**config.mk**
```make
export PLATFORM = sky130hd
export DESIGN_NAME = io_pad_halfduplex_ctrl
export DESIGN_NICKNAME = d
export VERILOG_FILES = /design/src/rtl/io_pad_halfduplex_ctrl.sv
export SDC_FILE = /design/constraint.sdc
export NUM_CORES = 1
export LEC_CHECK = 0
export ABC_AREA = 1
export BUFFER_PORTS_ARGS = -buffer_cell sky130_fd_sc_hd__buf_4
export CORE_ASPECT_RATIO = 1.2
export CORE_MARGIN = 2
export CORE_UTILIZATION = 40
export CTS_CLUSTER_DIAMETER = 150
export DETAILED_ROUTE_END_ITERATION = 10
export PLACE_DENSITY = 0.64
export SETUP_SLACK_MARGIN = 0.3
export SKIP_LAST_GASP = 1
export SLEW_MARGIN = 20
export SYNTH_ARGS = -nofsm -noshare
export SYNTH_HDL_FRONTEND = slang
export SYNTH_SLANG_ARGS = --single-unit
```
**constraint.sdc**
```tcl
create_clock -name clk -period 3.35 [get_ports clk]
set_input_delay 0.335 -clock clk [delete_from_list [all_inputs] [get_ports clk]]
set_output_delay 0.335 -clock clk [all_outputs]
set_load 0.005 [all_outputs]
```
**src/rtl/io_pad_halfduplex_ctrl.sv**
```systemverilog
// ---------------------------------------------------------------------------
// io_pad_halfduplex_ctrl
//
// Drives one bidirectional CMOS pad as a half-duplex serial line. Each word
// taken on the tx_valid/tx_ready port is sent as a lead '1' bit followed by
// the word MSB-first, BIT_CYC clocks per bit. After the last bit the pad is
// released for TURN_CYC clocks before a new word is accepted. While idle,
// the pad is released and the pull-up is enabled. The pad input is
// synchronised and returned to the core. During the drive the synchronised
// readback is compared against the driven bit to detect bus collisions.
//
// Ports
//   clk, rst            core clock, asynchronous active-high reset
//   tx_valid/tx_ready   word handshake, tx_data is W bits, sent MSB first
//   ds_cfg              drive strength to use while driving
//   tx_done, tx_abort   one-cycle completion pulse; abort flag valid with it
//   err_coll, err_clr   sticky collision flag and its clear
//   rx_z, rx_qual       synchronised pad input; qualifier (not driving, not turning)
//   pad_a/oen/ds/pen/ud registered pad controls
//   pad_z               raw pad input (asynchronous)
// ---------------------------------------------------------------------------
module io_pad_halfduplex_ctrl #(
    parameter int W             = 8,
    parameter int BIT_CYC       = 4,
    parameter int TURN_CYC      = 2,
    parameter int ABORT_ON_COLL = 1
) (
    input  logic         clk,
    input  logic         rst,
    input  logic         tx_valid,
    output logic         tx_ready,
    input  logic [W-1:0] tx_data,
    input  logic         ds_cfg,
    output logic         tx_done,
    output logic         tx_abort,
    output logic         err_coll,
    input  logic         err_clr,
    output logic         rx_z,
    output logic         rx_qual,
    output logic         pad_a,
    output logic         pad_oen,
    output logic         pad_ds,
    output logic         pad_pen,
    output logic         pad_ud,
    input  logic         pad_z
);

    localparam int  CW    = (BIT_CYC  > 1) ? $clog2(BIT_CYC)  : 1;
    localparam int  BW    = (W        > 1) ? $clog2(W)        : 1;
    localparam int  TW    = (TURN_CYC > 1) ? $clog2(TURN_CYC) : 1;
    localparam bit  ABORT = (ABORT_ON_COLL != 0);

    typedef enum logic [1:0] {
        ST_IDLE,
        ST_LEAD,
        ST_SHIFT,
        ST_TURN
    } state_t;

    state_t          state_reg;
    logic [CW-1:0]   cyc_reg;
    logic [BW-1:0]   bit_reg;
    logic [TW-1:0]   turn_reg;
    logic [W-1:0]    shift_reg;
    logic [1:0]      sync_reg;
    logic            abort_pend_reg;
    logic            tx_ready_reg;
    logic            tx_done_reg;
    logic            tx_abort_reg;
    logic            err_coll_reg;
    logic            rx_qual_reg;
    logic            pad_a_reg;
    logic            pad_oen_reg;
    logic            pad_ds_reg;
    logic            pad_pen_reg;
    logic            pad_ud_reg;

    logic            bit_end;
    logic            coll_now;
    logic            abort_now;

    // Last cycle of a bit period: the readback has had BIT_CYC-1 cycles to
    // settle through the synchroniser, so it reflects this period's bit.
    assign bit_end   = (cyc_reg == CW'(BIT_CYC - 1));
    // pad_a_reg is the bit currently on the pad, so it is the reference.
    assign coll_now  = ((state_reg == ST_LEAD) || (state_reg == ST_SHIFT)) &&
                       bit_end && (sync_reg[1] != pad_a_reg);
    assign abort_now = coll_now && ABORT;

    always_ff @(posedge clk or posedge rst) begin
        if (rst) begin
            state_reg      <= ST_IDLE;
            cyc_reg        <= '0;
            bit_reg        <= '0;
            turn_reg       <= '0;
            shift_reg      <= '0;
            sync_reg       <= 2'b11;
            abort_pend_reg <= 1'b0;
            tx_ready_reg   <= 1'b1;
            tx_done_reg    <= 1'b0;
            tx_abort_reg   <= 1'b0;
            err_coll_reg   <= 1'b0;
            rx_qual_reg    <= 1'b0;
            pad_a_reg      <= 1'b1;
            pad_oen_reg    <= 1'b0;
            pad_ds_reg     <= 1'b0;
            pad_pen_reg    <= 1'b1;
            pad_ud_reg     <= 1'b1;
        end else begin
            sync_reg     <= {sync_reg[0], pad_z};
            pad_ud_reg   <= 1'b1;
            tx_done_reg  <= 1'b0;
            tx_abort_reg <= 1'b0;

            // Set has priority over clear so a collision is never lost.
            if (coll_now) begin
                err_coll_reg <= 1'b1;
            end else if (err_clr) begin
                err_coll_reg <= 1'b0;
            end

            case (state_reg)
                ST_IDLE: begin
                    rx_qual_reg <= 1'b1;
                    if (tx_valid) begin
                        shift_reg      <= tx_data;
                        state_reg      <= ST_LEAD;
                        cyc_reg        <= '0;
                        abort_pend_reg <= 1'b0;
                        tx_ready_reg   <= 1'b0;
                        rx_qual_reg    <= 1'b0;
                        pad_oen_reg    <= 1'b1;
                        pad_pen_reg    <= 1'b0;
                        pad_ds_reg     <= ds_cfg;
                        pad_a_reg      <= 1'b1;
                    end
                end

                ST_LEAD, ST_SHIFT: begin
                    pad_ds_reg <= ds_cfg;
                    if (!bit_end) begin
                        cyc_reg <= cyc_reg + 1'b1;
                    end else begin
                        cyc_reg <= '0;
                        if (abort_now || ((state_reg == ST_SHIFT) && (bit_reg == '0))) begin
                            state_reg      <= ST_TURN;
                            turn_reg       <= '0;
                            abort_pend_reg <= abort_now;
                            pad_oen_reg    <= 1'b0;
                            pad_pen_reg    <= 1'b1;
                            pad_ds_reg     <= 1'b0;
                            pad_a_reg      <= 1'b1;
                        end else begin
                            // Next bit always comes from the top of the
                            // shift register; the lead period loads bit W-1.
                            if (state_reg == ST_LEAD) begin
                                bit_reg <= BW'(W - 1);
                            end else begin
                                bit_reg <= bit_reg - 1'b1;
                            end
                            state_reg <= ST_SHIFT;
                            pad_a_reg <= shift_reg[W-1];
                            shift_reg <= shift_reg << 1;
                        end
                    end
                end

                ST_TURN: begin
                    if (turn_reg == TW'(TURN_CYC - 1)) begin
                        state_reg    <= ST_IDLE;
                        turn_reg     <= '0;
                        tx_done_reg  <= 1'b1;
                        tx_abort_reg <= abort_pend_reg;
                        tx_ready_reg <= 1'b1;
                        rx_qual_reg  <= 1'b1;
                    end else begin
                        turn_reg <= turn_reg + 1'b1;
                    end
                end

                default: begin
                    state_reg <= ST_IDLE;
                end
            endcase
        end
    end

    // The ready register is already 1 in reset; hold it off until reset drops.
    assign tx_ready = tx_ready_reg & ~rst;
    assign tx_done  = tx_done_reg;
    assign tx_abort = tx_abort_reg;
    assign err_coll = err_coll_reg;
    assign rx_z     = sync_reg[1];
    assign rx_qual  = rx_qual_reg;
    assign pad_a    = pad_a_reg;
    assign pad_oen  = pad_oen_reg;
    assign pad_ds   = pad_ds_reg;
    assign pad_pen  = pad_pen_reg;
    assign pad_ud   = pad_ud_reg;

endmodule

```
* Yosys cells after proc, flatten, opt, wreduce, memory -nomap -nowiden
Cells that the tools add are included.
** Operators by class
- Reduce and logical (&&, ||, !) cells :: 21
- Mux-type cells :: 43
- Equality and inequality tests :: 10
- Bitwise operators :: 3
- Add/subtract/negate cells :: 3
** Operator list (count)
- 8-bit two-way mux :: 3
- 1-bit two-way mux :: 23
- 1-bit case mux with 2 select lines :: 8
- 8-bit case mux with 2 select lines :: 1
- 3-bit AND reduction :: 5
- 2-bit two-way mux :: 5
- 2-bit inequality test (second input constant) :: 5
- 4-bit AND reduction :: 2
- 2-bit nonzero test :: 4
- 2-bit equality test (second input constant) :: 3
- 2-bit case mux with 3 select lines :: 1
- 2-bit case mux with 2 select lines :: 1
- 2-bit AND reduction :: 2
- 1-bit logical AND :: 3
- 3-bit logical NOT :: 1
- 3-bit two-way mux :: 1
- 3-bit by 1-bit subtractor with 3-bit output (second input constant) :: 1
- 2-bit by 1-bit adder with 2-bit output (second input constant) :: 1
- 2-bit by 1-bit equality test with 1-bit output (second input constant) :: 1
- 2-bit logical NOT :: 1
- 1-bit logical OR :: 2
- 1-bit NOT :: 2
- 2-bit OR reduction :: 1
- 1-bit adder (second input constant) :: 1
- 2 further kinds :: 2
** Word-level totals
- Input port bits :: 14
- Word-level logic and storage cells :: 96
- Output and inout port bits :: 11
- Bits in registers :: 28

* Depth between registers and ports, before layout
Gate-level depths: netlist (run 1).
- Word-level depth :: 8
- Gate-level depth with buffers :: 10
- Depth with buffers taken out :: 10

* Worst setup path after synthesis (run 1)
OpenSTA, ideal clock, no wires.
- Path kind :: register -> register
- Start :: register state_reg[0]
- End :: register abort_pend_reg
- Cell stages (with the launch flop) :: 10
- Buffers on the path :: 2
- Period minus slack after synthesis :: 1.557 ns
- Setup time :: 0.065 ns
- Required time :: 3.285 ns
- Slack :: 1.793 ns
- Arrival :: 1.492 ns
- Cell sequence :: dfrtp_1 inv_1 ha_1 inv_2 buf_6 nor2_8 nor2_4 buf_6 nand4_1 nand2_1
** On the way
- Word-level cells in the longest chain between the ends :: 7
- Elaborated cells on any way between the ends :: 17
- Classes of those cells :: eq/ne: 5; mux: 3; reduce/logical: 9
** RTL lines
- start: declaration :: RTL line 60 : state_t state_reg;
- start signal: assignment :: RTL line 92 : state_reg <= ST_IDLE;
- start signal: assignment :: RTL line 127 : state_reg <= ST_LEAD;
- start signal: assignment :: RTL line 146 : state_reg <= ST_TURN;
- 2-bit by 1-bit equality test with 1-bit output or 2-bit equality test (tied branches) :: RTL line 86, 122, 145
- 1-bit logical OR :: RTL line 86 : assign coll_now = ((state_reg == ST_LEAD) || (state_reg == ST_SHIFT)) &&
- 1-bit logical AND :: RTL line 86
- 1-bit logical AND :: RTL line 87 : bit_end && (sync_reg[1] != pad_a_reg);
- 1-bit two-way mux or 1-bit logical OR (tied branches) :: RTL line 145 : if (abort_now || ((state_reg == ST_SHIFT) && (bit_reg == '0))) begin
- 1-bit two-way mux or 2-bit inequality test (tied branches)
- 1-bit case mux with 2 select lines or 4-bit AND reduction (tied branches)
- end signal: assignment :: RTL line 148 : abort_pend_reg <= abort_now;
- end: declaration :: RTL line 66 : logic abort_pend_reg;
Parallel ways exist; a longest one is shown, timed or not. The select of a mux whose other input is x is not followed.
A chain may end at the register's enable or synchronous reset.

* Worst setup path in the final report (run 1)
- Start :: register state_reg[1]
- End :: register abort_pend_reg
Same word-level chain as after synthesis.

==> results_dict.tcl, run 1 <==
set metrics [dict create \
    status "finished clean" \
    pwr-share-seq_pct 35.3 \
    fin_crit_ns 2.22 \
    crit_arrival_ns 2.39 \
    synth_top_family_by_area "simple AND/OR/NAND/NOR gates" \
    p_leak_nw 0.943 \
    clk_latency_ns 0.27 \
    cts-htree-levels 1 \
    end_kind "flop" \
    overflow 0 \
    power_mw 1.56 \
    routed-via-count 1161 \
    syn-instance-count 179 \
    grt_pass1_wl_um 4720 \
    placementRows 24 \
    placed_cell_area_sq_um 1650 \
    synth_area_sq_um 1460 \
    tns_ns 0 \
    drive_gt1_share_pct 21.8 \
    cts-root-buf "clkbuf_8" \
    antenna_left 0 \
    areaGrowthSynthToFinish_pct 16.6 \
    routed.top_layer "met4" \
    initial_core_util_pct 40.8 \
    finalNetCount 224 \
    path_clk_slew_ns 0.09 \
    period_share_pct 66.3 \
    ys_warn_count 0 \
    coreArea_sq_um 3570 \
    hold_ws_ns 0.119 \
    synth-seq-cells 28 \
    synth_compound_area_share_pct 4.29 \
    die_area_sq_um 4150 \
    routed_wl_um 2710 \
    finClkSkew_ns 0.00326 \
    synthSimpleGateAreaFrac_pct 32.3 \
    post_cts_buffers 0 \
    cts_made_buffers 3 \
    slew_viol_final 0 \
    critPathLaunchType "flop" \
    reg2regPathDepth 9 \
    synth.area.mux_share_pct 0 \
    p_int_mw 0.870 \
    power_density_nw_per_um2 917 \
    wl_met3_um 41 \
    worst-slew-pin-transition_ns 0.568 \
    cts_tree "built" \
    hold_viol 0 \
    final_cell_count_no_fill 241 \
    rsz0062_at_grt "false" \
    power.switching_mw 0.689 \
    fmax_mhz 450 \
    diodes 0 \
    r2r_setup_slack_ns 1.13 \
    track_usage_pct 14.6 \
    via_per_inst 4.82 \
    switching_share_pct 44.2 \
    stdcell_area_sq_um 1700 \
    clockBufferDepth 2 \
    ios 25 \
    largest_reg_flops 8 \
    crit_fanout 14 \
    synth-xor-area-share_pct 0.600 \
    dp.cells 237 \
    synth_fp_nets 200 \
    slew_headroom_pct 62.1 \
    grt_antenna_before_repair 0 \
    clkPwrFrac_pct 13.3 \
    port_buffers 23 \
    syn_area_per_cell_sq_um 8.15 \
    wl_per_cell_um 11.2 \
    grt_max_degree 29 \
    wl_met1_um 1250 \
    ctsHoldBuffers 0 \
    setup_viol 0 \
    dieHeight_um 70.2 \
    synthAdderAreaFrac_pct 6.00 \
    wl_met2_um 1370 \
    synth_cell_types 25 \
    ir_drop_mv 0.419 \
    cts.repair.resized 0 \
    hp-class "in2async" \
    cp.required_ns 3.52 \
    drtPass1Iterations 4 \
    worstSetupPathType "reg2reg" \
    drc 0 \
    r2r-start "state_reg[1]$_DFFE_PP0P_" \
    cts_sinks 28 \
    die_x_um 59.1 \
    dp_hpwl_um 2070 \
    maxCapViolCount 0 \
    grt_pass1_vias 1119 \
    combPwrFrac_pct 51.4 \
    globalplace.congestion 0.825 \
    r2r-end "abort_pend_reg$_DFFE_PP0P_" \
    seq_area_frac_synth_pct 48.5 \
    drt-initial-drc-count 45 \
]
power groups by stage:
stage                     sequential [mW]  combinational, mW  clock, mW
after detailed placement            0.556              0.807          0
final                               0.550              0.801      0.207
after floorplan                     0.540              0.671          0
after global routing                0.561              0.928      0.221
after global placement              0.556              0.799          0
after CTS                           0.550              0.809      0.212
Yosys cell counts:
library cell | number | area [sq um]
buf_2 | 1 | 5.00
buf_4 | 1 | 7.51
nor2_8 | 1 | 20.0
nand3_1 | 16 | 80.1
nand3_2 | 1 | 10.0
nand4_1 | 1 | 6.26
o21bai_1 | 1 | 7.51
dfrtp_1 | 23 | 576
conb_1 | 1 | 3.75
inv_1 | 20 | 75.1
nand2_1 | 72 | 270
inv_2 | 2 | 7.51
a21oi_1 | 2 | 10.0
o21ai_0 | 6 | 30.0
nor2_1 | 6 | 22.5
buf_6 | 2 | 22.5
nor2_4 | 1 | 11.3
dfstp_2 | 5 | 131
nor3_1 | 2 | 10.0
nand2_2 | 3 | 18.8
ha_1 | 7 | 87.6
o22ai_1 | 1 | 6.26
a21oi_2 | 1 | 8.76
xnor2_1 | 1 | 8.76
nand2_4 | 2 | 22.5
cells by family (layout without fill, tap and decap cells):
family	Yosys count	after routing
simple gates	105	105
flops	28	28
buf+inv	26	49
compound gates	11	11
fa+ha+maj	7	7
other cells	1	1
xor+xnor	1	1
worst max path at each step:
stage / start / endpoint / slack (ns) / cells past startpoint
6_report: state_reg[1]$_DFFE_PP0P_ / abort_pend_reg$_DFFE_PP0P_ / 1.13 / 9
5_1_grt: state_reg[0]$_DFFE_PP0P_ / abort_pend_reg$_DFFE_PP0P_ / 0.92 / 9
4_1_cts: state_reg[1]$_DFFE_PP0P_ / pad_oen$_DFFE_PP0P_ / 1.14 / 9
3_5_place_dp: state_reg[1]$_DFFE_PP0P_ / pad_oen$_DFFE_PP0P_ / 1.14 / 9
3_3_place_gp: state_reg[0]$_DFFE_PP0P_ / abort_pend_reg$_DFFE_PP0P_ / 1.21 / 9
2_1_floorplan: state_reg[0]$_DFFE_PP0P_ / abort_pend_reg$_DFFE_PP0P_ / 1.79 / 9
critical path, stage by stage, from the launching register on:
cell and delay, ns:
dfrtp_1 0.38, inv_1 0.09, ha_1 0.61, inv_2 0.23, nand2_1 0.12, nand2_2 0.09, nor2_4 0.29, nand2_1 0.17
nand2_1 0.08, nand2_1 0.05
cell usage in the layout, fill, tap and decap left out, types with 2 or more instances in the layout:
cell type / instances
a21oi_1: 2
nand2_1: 72
dfrtp_1: 23
nand2_4: 2
o21ai_0: 6
inv_1: 19
nand2_2: 3
buf_4: 23
dfstp_2: 5
ha_1: 7
clkbuf_8: 4
inv_2: 3
nor3_1: 2
nor2_1: 6
nand3_1: 16
area by class of cell:
class	instances	area (sq um)
Fill cell	354	1870
Sequential cell	28	707
Multi-Input combinational cell	125	634
Timing Repair Buffer	23	173
Inverter	22	82.6
Clock buffer	4	55.1
Tap cell	39	48.8
metal layers:
metal	GRT usage [%]	up-vias
li1	-	599
met1	18.1	543
met2	24.6	15
met3	1.85	4
met4	7.07	0
met5	0	-
per-stage QoR:
stage / util (%) / setup WS, ns
after floorplan: - / 1.79
after detailed placement: 46.0 / 1.14
after global placement: 46.0 / 1.21
final: 47.6 / 1.13
after CTS: 47.6 / 1.14
after global routing: 47.6 / 0.921
(Power assumes the default switching activity.)
==> run 2: changes to the inputs <==
Settings changed: PLACE_DENSITY 0.64 to 0.66.
Clock period 3.35 ns to 2 ns, I/O delays scaled along.
==> results_dict.tcl, run 2 (synthesized netlist as in run 1, its figures left out) <==
set metrics [dict create \
    clk_latency_ns 0.27 \
    antenna_left 0 \
    dp_hpwl_um 1980 \
    diodes 0 \
    pwr-share-seq_pct 31.8 \
    wl_per_cell_um 10.6 \
    initial_core_util_pct 40.8 \
    die_area_sq_um 4150 \
    end_kind "flop" \
    worstSetupPathType "reg2reg" \
    finClkSkew_ns 0.00357 \
    coreArea_sq_um 3570 \
    hold_viol 0 \
    critPathLaunchType "flop" \
    globalplace.congestion 0.804 \
    routed-via-count 1177 \
    cts-root-buf "clkbuf_8" \
    p_int_mw 1.67 \
    routed_wl_um 2660 \
    cp_num_buf_inv 3 \
    fin_crit_ns 1.56 \
    dieHeight_um 70.2 \
    drtPass1Iterations 4 \
    placed_cell_area_sq_um 1680 \
    port_buffers 23 \
    hp-class "in2async" \
    tns_ns 0 \
    ir_drop_mv 0.724 \
    cts_made_buffers 3 \
    maxCapViolCount 0 \
    cts-htree-levels 1 \
    slew_viol_final 0 \
    cts_tree "built" \
    period_share_pct 78.0 \
    clkPwrFrac_pct 11.8 \
    mostFrequentLayoutCells "72 x nand2_1, 33 x buf_4, 23 x dfrtp_1" \
    hold_ws_ns 0.00301 \
    placementRows 24 \
    rsz0062_at_grt "false" \
    grt_max_degree 29 \
    setup_viol 0 \
    nFillCells 337 \
    grt_antenna_before_repair 0 \
    die_x_um 59.1 \
    crit_arrival_ns 1.76 \
    power.switching_mw 1.21 \
    layout_commonest_cell "nand2_1" \
    finalNetCount 235 \
    crit_path_cell_trace "inv_2, ha_4, inv_2, nand2_1, nand2_2, nor2_4, buf_4, nor2_1, a21oi_2, nand2_1" \
    ios 25 \
    grt_pass1_vias 1143 \
    cts_sinks 28 \
    areaGrowthSynthToFinish_pct 23.3 \
    clockBufferDepth 2 \
    via_per_inst 4.67 \
    path_clk_slew_ns 0.09 \
    path_delay_family "simple AND/OR/NAND/NOR gates" \
    drc 0 \
    drive_gt1_share_pct 26.8 \
    fmax_mhz 641 \
    drt-initial-drc-count 55 \
    worst_path_max_delay_cell "dfrtp_1" \
    switching_share_pct 41.9 \
    status "finished clean" \
    p_leak_nw 1.00 \
    combPwrFrac_pct 56.4 \
    crit_fanout 5 \
    largest_reg_flops 8 \
    slowest_delay_ns 0.39 \
    cp.required_ns 2.20 \
    power_density_nw_per_um2 1600 \
    grt_pass1_wl_um 4680 \
    track_usage_pct 14.4 \
    overflow 0 \
    stdcell_area_sq_um 1800 \
]
-- run 2: worst min-delay path, cell delays in order --
cell	delay (ns)
buf_4	0.11
inv_1	0.04
buf_4	0.33
-- run 2: metrics by stage --
stage	cells	util, %	total power [mW]	setup WS (ns)
5_1_grt	252	50.4	3.20	0.286
6_report	252	50.4	2.88	0.441
2_1_floorplan	179	-	2.03	0.443
3_3_place_gp	241	46.9	2.34	0.238
3_5_place_dp	241	46.9	2.35	0.160
4_1_cts	248	49.4	2.83	0.353
-- run 2: cell type report --
class,instances,area [sq um],share of cell area [%]
clock buffer,4,55.1,3.06
inverter,22,82.6,4.59
multi-input combinational,125,647,36.0
sequential,28,707,39.3
tap,39,48.8,2.71
timing repair buffer,34,259,14.4
-- run 2: worst paths after layout --
kind                                           from  slack (ns)                     to  cells after the start
max                        state_reg[1]$_DFFE_PP0P_        0.44      pad_a$_DFFE_PP1P_                     10
min                                             rst       0.003    rx_qual$_DFFE_PP0P_                      3
max reg2reg                state_reg[1]$_DFFE_PP0P_        0.44      pad_a$_DFFE_PP1P_                     10
min reg2reg                   sync_reg[0]$_DFF_PP1_        0.36  sync_reg[1]$_DFF_PP1_                      0
max in group asynchronous                       rst        1.69    pad_pen$_DFFE_PP1P_                      3
min in group clk                              pad_z        0.03  sync_reg[0]$_DFF_PP1_                      1
-- run 2: timing repair --
action / in CTS / in global routing
endpoints found under the hold margin: 0 / 0
pin swaps: 1 / 2
gates resized for setup: 2 / 3
setup buffers: 3 / 4
hold buffers: 0 / 0
setup endpoints to repair: 13 / 14
-- run 2: power by group through the flow --
stage	registers, mW	logic [mW]	clock network (mW)
floorplan	0.905	1.12	0
global placement	0.926	1.42	0
detailed placement	0.930	1.42	0
CTS	0.919	1.55	0.358
global route	0.944	1.88	0.378
finish	0.915	1.62	0.341
-- run 2: metal layers --
layer	vias to the layer above	global-route usage (%)	wire, um
met2	16	25.1	1400
met4	0	3.54	0
li1	621	-	-
met3	0	2.59	70
met5	-	0	0
met1	540	18.1	1190
==> run 3: changes to the inputs <==
Settings changed: ABC_AREA 1 to 0, PLACE_DENSITY 0.66 to 0.64.
Clock period 2 ns to 1.6 ns, I/O delays scaled along.
==> results_dict.tcl, run 3 <==
set metrics [dict create \
    maxCapViolCount 0 \
    largest_reg_flops 8 \
    via_per_inst 5.58 \
    utilization_pct 65.0 \
    finalWorstSetupSlack_ns 0.0260 \
    synth_area_sq_um 1400 \
    slew_viol_final 0 \
    crit_path_cell_trace "inv_2, ha_4, mux2_4, nand4_4, o22ai_2, a21oi_2" \
    pre_cts_ws_ns -0.0326 \
    hold_viol 0 \
    drt-initial-drc-count 129 \
    routed-via-count 1255 \
    grt_max_degree 29 \
    crit_arrival_ns 1.74 \
    grt_pass1_vias 1223 \
    syn-instance-count 138 \
    synth_cell_types 39 \
    final_cell_count_no_fill 225 \
    path_clk_slew_ns 0.11 \
    globalplace.congestion 0.813 \
    die_area_sq_um 3990 \
    ios 25 \
    synth_edf_count 0 \
    p_leak_nw 0.926 \
    seq_area_frac_synth_pct 50.5 \
    wl_per_cell_um 16.9 \
    synth_top_area_share_pct 41.1 \
    overflow 0 \
    mostFrequentLayoutCells "43 x buf_4, 23 x dfrtp_1, 9 x nand2_1" \
    hp-class "in2reg" \
    dp_hpwl_um 2450 \
    port_buffers 23 \
    drtPass1Iterations 4 \
    track_usage_pct 19.6 \
    drive_gt1_share_pct 56.4 \
    crit_fanout 7 \
    stdcell_area_sq_um 2170 \
    cts_made_buffers 3 \
    synth.most_common_cell "dfrtp_1" \
    grt_antenna_before_repair 0 \
    grt_pass1_wl_um 5730 \
    routed_wl_um 3790 \
    synth-seq-cells 28 \
    finClkSkew_ns 0.0192 \
    cts-root-buf "clkbuf_8" \
    diodes 0 \
    worstSetupPathType "reg2reg" \
    rsz0062_at_grt "true" \
    synth_ff_type "dfrtp_1" \
    initial_core_util_pct 41.9 \
    dp.cells 205 \
    synthTopCellsByArea "dfrtp_1 41%, dfstp_2 9.4%, o22ai_1 6.7%" \
    coreArea_sq_um 3340 \
    synth_fp_nets 159 \
    cts-htree-levels 1 \
    dieHeight_um 68.8 \
    antenna_left 0 \
    power_density_nw_per_um2 2040 \
    critPathLaunchType "flop" \
    period_share_pct 98.4 \
    areaGrowthSynthToFinish_pct 55.0 \
    synthArstFlopShare_pct 100 \
    status "finished clean" \
    clk_latency_ns 0.29 \
    hold_ws_ns 0.0681 \
    tns_ns 0 \
    yosysTopAreaCell "dfrtp_1" \
    worst_path_max_delay_cell "dfrtp_1" \
    clockBufferDepth 2 \
    setup_viol 0 \
    nFillCells 243 \
    ir_drop_mv 1.30 \
    cp.required_ns 1.77 \
    syn_area_per_cell_sq_um 10.1 \
    placed_cell_area_sq_um 1750 \
    drc 0 \
    ys_warn_count 0 \
    fin_crit_ns 1.57 \
    power_mw 4.42 \
    slowest_delay_ns 0.40 \
    die_x_um 58.0 \
    layout_commonest_cell "buf_4" \
    fmax_mhz 635 \
    placementRows 23 \
    cts_tree "built" \
    finalNetCount 210 \
    cts_sinks 28 \
    end_kind "flop" \
    synthTopCellsByCount "23 x dfrtp_1, 15 x a21oi_1, 15 x o22ai_1" \
]
run 3: layout make-up:
| cell class | count | area (sq um) | area share [%] |
|---|---|---|---|
| multi-input combinational | 97 | 921 | 42.4 |
| sequential | 28 | 707 | 32.6 |
| timing repair buffer | 50 | 403 | 18.6 |
| clock buffer | 4 | 55.1 | 2.54 |
| tap | 37 | 46.3 | 2.13 |
| inverter | 9 | 37.5 | 1.73 |
run 3: worst paths after layout:
path	slack [ns]	to	depth (start not counted)	startpoint
max	0.03	shift_reg[6]$_DFFE_PP0P_	6	state_reg[1]$_DFFE_PP0P_
min	0.07	err_coll$_DFFE_PP0P_	2	err_clr
max reg2reg	0.03	shift_reg[6]$_DFFE_PP0P_	6	state_reg[1]$_DFFE_PP0P_
min reg2reg	0.36	sync_reg[1]$_DFF_PP1_	0	sync_reg[0]$_DFF_PP1_
max in group asynchronous	0.77	pad_pen$_DFFE_PP1P_	4	rst
min in group asynchronous	0.50	state_reg[1]$_DFFE_PP0P_	4	rst
run 3: worst max-delay path, delay by kind of cell (launching register included):
family	cells	cell delay, ns
buffers and inverters	1	0.07
muxes	1	0.23
DFF	1	0.40
adders and majority gates	1	0.30
AOI/OAI and AO/OA	2	0.25
and+or+nand+nor	1	0.19
run 3: kinds of logic after synthesis:
logic type      Yosys count  share of synthesized area (%)
fa+ha+maj                 7                           6.26
mux                       1                           1.07
xor+xnor                  3                           1.88
buf+inv                  14                           4.91
flops                    28                           50.5
simple gates             34                           13.1
compound gates           50                           22.0
other cells               1                          0.268
run 3: metal layers:
metal | routed length, um | vias to the layer above | track usage (%)
met2 | 2110 | 29 | 37.2
met3 | 109 | 5 | 2.43
met1 | 1500 | 625 | 21.8
met5 | 0 | - | 0
met4 | 72 | 0 | 8.72
li1 | - | 596 | -
run 3: power by group:
part | switching (mW) | total (mW) | internal [mW]
Sequential | 0.262 | 1.26 | 0.998
Combinational | 1.31 | 2.71 | 1.40
Clock | 0.229 | 0.450 | 0.221
run 3: timing repair:
action                     4_1_cts  5_1_grt
hold endpoints to repair        24        0
resized for setup               19       33
buffers inserted                 3       10
cloned                           1        0
pin swaps                        5       11
hold buffers                     2        0
setup endpoints to repair       22       23
